==> src/rtl/lfsr_rng_sampler.sv <==
// Fibonacci LFSR random source that captures a sample every SHIFTS shifts and offers it on valid/ready.
// Define RNG_OVERRUN_CNT_EN to add the saturating overrun_count output.
module lfsr_rng_sampler #(
  parameter int                WIDTH  = 13,
  parameter logic [WIDTH-1:0]  TAPS   = 13'h100D,
  parameter logic [WIDTH-1:0]  SEED   = 13'h000F,
  parameter int                SHIFTS = 13
) (
  input  logic              clock,
  input  logic              reset,
  input  logic              enable,
  input  logic              seed_load,
  input  logic [WIDTH-1:0]  seed_in,
  output logic              sample_valid,
  input  logic              sample_ready,
  output logic [WIDTH-1:0]  sample,
  output logic              overrun
`ifdef RNG_OVERRUN_CNT_EN
  ,
  output logic [7:0]        overrun_count
`endif
);

  localparam int              CNT_W    = (SHIFTS > 1) ? $clog2(SHIFTS) : 1;
  localparam logic [CNT_W-1:0] CNT_LAST = CNT_W'(SHIFTS - 1);

  function automatic logic feedback(input logic [WIDTH-1:0] s);
    return ^(s & TAPS);
  endfunction

  function automatic logic [WIDTH-1:0] shift_next(input logic [WIDTH-1:0] s);
    return {s[WIDTH-2:0], feedback(s)};
  endfunction

  // Zero would lock the LFSR, so any zero seed falls back to SEED.
  function automatic logic [WIDTH-1:0] seed_sanitize(input logic [WIDTH-1:0] v);
    return (v == '0) ? SEED : v;
  endfunction

  logic [WIDTH-1:0] state;
  logic [CNT_W-1:0] cnt;
  logic [WIDTH-1:0] state_shift;
  logic             advance;
  logic             capture;
  logic             transfer;
  logic             overrun_event;

  always_comb begin
    state_shift   = shift_next(state);
    advance       = enable && !seed_load;
    capture       = advance && (cnt == CNT_LAST);
    transfer      = sample_valid && sample_ready;
    overrun_event = capture && sample_valid && !sample_ready;
  end

  always_ff @(posedge clock or posedge reset) begin
    if (reset) begin
      state <= SEED;
      cnt   <= '0;
    end else if (seed_load) begin
      state <= seed_sanitize(seed_in);
      cnt   <= '0;
    end else if (enable) begin
      state <= state_shift;
      cnt   <= (cnt == CNT_LAST) ? '0 : cnt + 1'b1;
    end
  end

  // A capture wins over a same-edge transfer: the new value stays valid.
  always_ff @(posedge clock or posedge reset) begin
    if (reset) begin
      sample       <= '0;
      sample_valid <= 1'b0;
      overrun      <= 1'b0;
    end else begin
      overrun <= overrun_event;
      if (capture) begin
        sample       <= state_shift;
        sample_valid <= 1'b1;
      end else if (transfer) begin
        sample_valid <= 1'b0;
      end
    end
  end

`ifdef RNG_OVERRUN_CNT_EN
  always_ff @(posedge clock or posedge reset) begin
    if (reset) begin
      overrun_count <= 8'h00;
    end else if (seed_load) begin
      overrun_count <= 8'h00;
    end else if (overrun_event && (overrun_count != 8'hFF)) begin
      overrun_count <= overrun_count + 8'h01;
    end
  end
`endif

endmodule
==> config.mk <==
export PLATFORM = sky130hd
export DESIGN_NAME = lfsr_rng_sampler
export DESIGN_NICKNAME = d
export VERILOG_FILES = /design/src/rtl/lfsr_rng_sampler.sv
export SDC_FILE = /design/constraint.sdc
export NUM_CORES = 1
export LEC_CHECK = 0
export BUFFER_PORTS_ARGS = -buffer_cell sky130_fd_sc_hd__buf_4
export CELL_PAD_IN_SITES_DETAIL_PLACEMENT = 1
export CELL_PAD_IN_SITES_GLOBAL_PLACEMENT = 1
export CORE_ASPECT_RATIO = 0.6
export CORE_UTILIZATION = 41
export DETAILED_ROUTE_END_ITERATION = 12
export HOLD_SLACK_MARGIN = 0.08
export PLACE_DENSITY_LB_ADDON = 0.08
export SYNTH_ARGS = -nofsm -noshare
export SYNTH_HDL_FRONTEND = slang
export SYNTH_SLANG_ARGS = --single-unit
==> constraint.sdc <==
create_clock -name clock -period 1.8 [get_ports clock]
set_input_delay 0.09 -clock clock [delete_from_list [all_inputs] [get_ports clock]]
set_output_delay 0.09 -clock clock [all_outputs]
set_load 0.05 [all_outputs]
==> impl_metrics.env <==
export IMPL_status="finished, final reports clean"
export IMPL_layout_min_cycle_time_ns=1.67
export IMPL_cts_buffers=5
export IMPL_h_tree_depth=2
export IMPL_vias=1155
export IMPL_dieWidth_um=79.8
export IMPL_synthFlopType="dfrtp_1"
export IMPL_clk_pin_slew_ns=0.07
export IMPL_hold_buffers=13
export IMPL_clock_sinks=32
export IMPL_worstSkewPairLatency_ns=0.29
export IMPL_setup_viol=0
export IMPL_cp_arrival_ns=1.85
export IMPL_final_cells=223
export IMPL_final_hold_viol_count=0
export IMPL_grt_setup_unrepaired="false"
export IMPL_via_per_inst=5.18
export IMPL_antenna_found_initial=0
export IMPL_synth_cells=128
export IMPL_irDropWorstVdd_v=0.000453
export IMPL_fin_crit_sh_pct=92.9
export IMPL_ant_nets=0
export IMPL_fp_dieArea_um2=3880
export IMPL_min_path_type="in2reg"
export IMPL_ys_seq_elements=32
export IMPL_crit_end="sample[0]$_DFFE_PP0P_"
export IMPL_synth_commonest_cells="dfrtp_1, mux2_2, nand2_1, o21ai_0, mux2i_1"
export IMPL_cap_violations=0
export IMPL_nets=197
export IMPL_cts_tree="done"
export IMPL_drt_first_pass_iters=2
export IMPL_area_delta_synth_final_pct=32.2
export IMPL_drive_above_1_share_pct=33.1
export IMPL_synth_cell_area_um2=1490
export IMPL_tightest_slew_ns=0.407
export IMPL_syn_nets=148
export IMPL_std_cell_rows=16
export IMPL_dp_slack_ns=0.140
export IMPL_postCtsResizedCells=0
export IMPL_core_area_um2=3360
export IMPL_root_buffer="clkbuf_8"
export IMPL_timing_rr_start="cnt[0]$_DFFE_PP0P_"
export IMPL_postCtsSetupRepairBufs=0
export IMPL_p_clk_share_pct=34.9
export IMPL_die_y_um=48.7
export IMPL_dpl_cell_count=202
export IMPL_yosysUniqueCellTypes=30
export IMPL_max_slew_margin_pct=72.8
export IMPL_ys_top_cells_by_area="dfrtp_1, mux2_2, dfstp_2"
export IMPL_reg2regPathDepth=6
export IMPL_first_global_vias=1200
export IMPL_power_frac_seq_pct=52.2
export IMPL_antenna_cells=0
export IMPL_power_switching_uw=390
export IMPL_dp_hpwl_mm=2.50
export IMPL_final_util_pct=58.5
export IMPL_synth_top_area_share_pct=47.1
export IMPL_setup_tns_ns=0
export IMPL_fmax_ghz=0.598
export IMPL_crit_type="reg2reg"
export IMPL_critPathMaxFanout=9
export IMPL_grt_start_max_net_pins=33
export IMPL_routed_wl_mm=3.66
export IMPL_drc=0
export IMPL_grtUsageTotal_pct=21.7
export IMPL_switching_share_pct=25.6
export IMPL_powerDensity_nw_per_um2=775
export IMPL_p_leak_uw=0.000993
export IMPL_reg2reg_to="sample[0]$_DFFE_PP0P_"
export IMPL_synth_area_leader_cell="dfrtp_1"
export IMPL_critPathLaunchType="register"
export IMPL_routedWlPerCell_um=16.4
export IMPL_critPathLaunch="cnt[0]$_DFFE_PP0P_"
export IMPL_p_int_uw=1130
export IMPL_synth_async_sr_flop_share_pct=100
export IMPL_avgSynthCellArea_um2=11.6
export IMPL_io_pins=33
export IMPL_overflow=0
export IMPL_worstSetupEndpointType="register"
export IMPL_gp_congestion=0.757
export IMPL_start_util_pct=44.3
export IMPL_drt_iter0_drc=38
export IMPL_synth_edf_count=0
export IMPL_whs_ns=0.0744
export IMPL_yosysMostFrequentCell="dfrtp_1"
export IMPL_regToRegSetupSlack_ns=0.13
export IMPL_yosys_warnings=0
export IMPL_slew_violations=0
export IMPL_grt_pass1_wl_mm=6.12
export IMPL_clockBufferDepth=2
export IMPL_combinationalPowerShare_pct=12.9
export IMPL_worstPathRequired_ns=1.97
export IMPL_numPortBuffers=32
export IMPL_setup_ws_ns=0.127
export IMPL_yosysSeqAreaShare_pct=54.1
export IMPL_fin_skew_ns=0.00925
[per-layer routing]
| metal | global-route usage, % | part of all wire, % | up-vias |
|---|---|---|---|
| met4 | 7.44 | 1.4 | 0 |
| met5 | 0 | 0 | - |
| met3 | 6.42 | 3.4 | 6 |
| li1 | - | - | 546 |
| met1 | 29.6 | 50 | 581 |
| met2 | 33.2 | 45 | 22 |
[worst max-delay path, cell delays in order (launching register included)]
cell     delay, ns
dfrtp_1       0.41
inv_1         0.11
ha_1          0.23
nand2_1       0.11
nor3_4        0.13
buf_4         0.21
mux2_2        0.35
[power by group through the flow]
stage	registers (uW)	clock network [uW]	logic, uW
6_report	796	532	197
5_1_grt	800	565	220
4_1_cts	796	542	199
3_5_place_dp	808	0	174
3_3_place_gp	806	0	165
2_1_floorplan	796	0	116
[flip-flops by register name, indices dropped and copies added, names as in the netlist]
register,flops
overrun,1
cnt,4
sample_valid,1
sample,13
state,13
[layout make-up]
class                   count  area [um^2]
repair buffers             48          393
well taps                  45         56.3
clock inverters             1         5.00
clock buffers               7         76.3
fillers                   365         1400
inverters                   9         33.8
multi-input cells          81          598
flip-flops and latches     32          806
[stage by stage]
step	total power [uW]	instance area, um^2
after floorplan	912	1490
after global placement	971	1760
after detailed placement	981	1760
after CTS	1540	1970
after global routing	1590	1970
final	1520	1970
[cell families (layout without fill, tap and decap cells)]
kind of cell             after synthesis  count (layout)  synth area share (%)
multiplexers                          23              23                  16.6
adder cells (fa/ha/maj)                2               2                  1.68
buffers and inverters                 15              65                  5.71
AO/OA/AOI/OAI                         25              25                  9.58
flip-flops                            32              32                  54.1
XOR/XNOR                               2               2                  2.10
AND/OR/NAND/NOR                       29              29                  10.3
[cells in the final DEF, fill, tap and decap left out, drive strengths merged, types with 4 or more instances in the layout]
cell type,n
dfrtp,28
dlygate4sd3,13
buf,35
clkbuf,7
mux2,13
mux2i,10
inv,9
o21ai,12
a21oi,5
nand2,12
dfstp,4
[worst min-delay path by stage]
stage                            to  cells after the start          from  slack [ns]
5_1_grt           overrun$_DFF_PP0_                      3  sample_ready        0.11
3_5_place_dp   state[5]$_DFFE_PP0P_                      3         reset        0.21
2_1_floorplan    cnt[0]$_DFFE_PP0P_                      1         reset        0.20
4_1_cts        state[4]$_DFFE_PP0P_                      3    seed_in[4]        0.08
6_report       state[4]$_DFFE_PP0P_                      3    seed_in[4]        0.07
3_3_place_gp   state[5]$_DFFE_PP0P_                      3         reset        0.21
No activity file was read; power rests on OpenSTA's default activity.
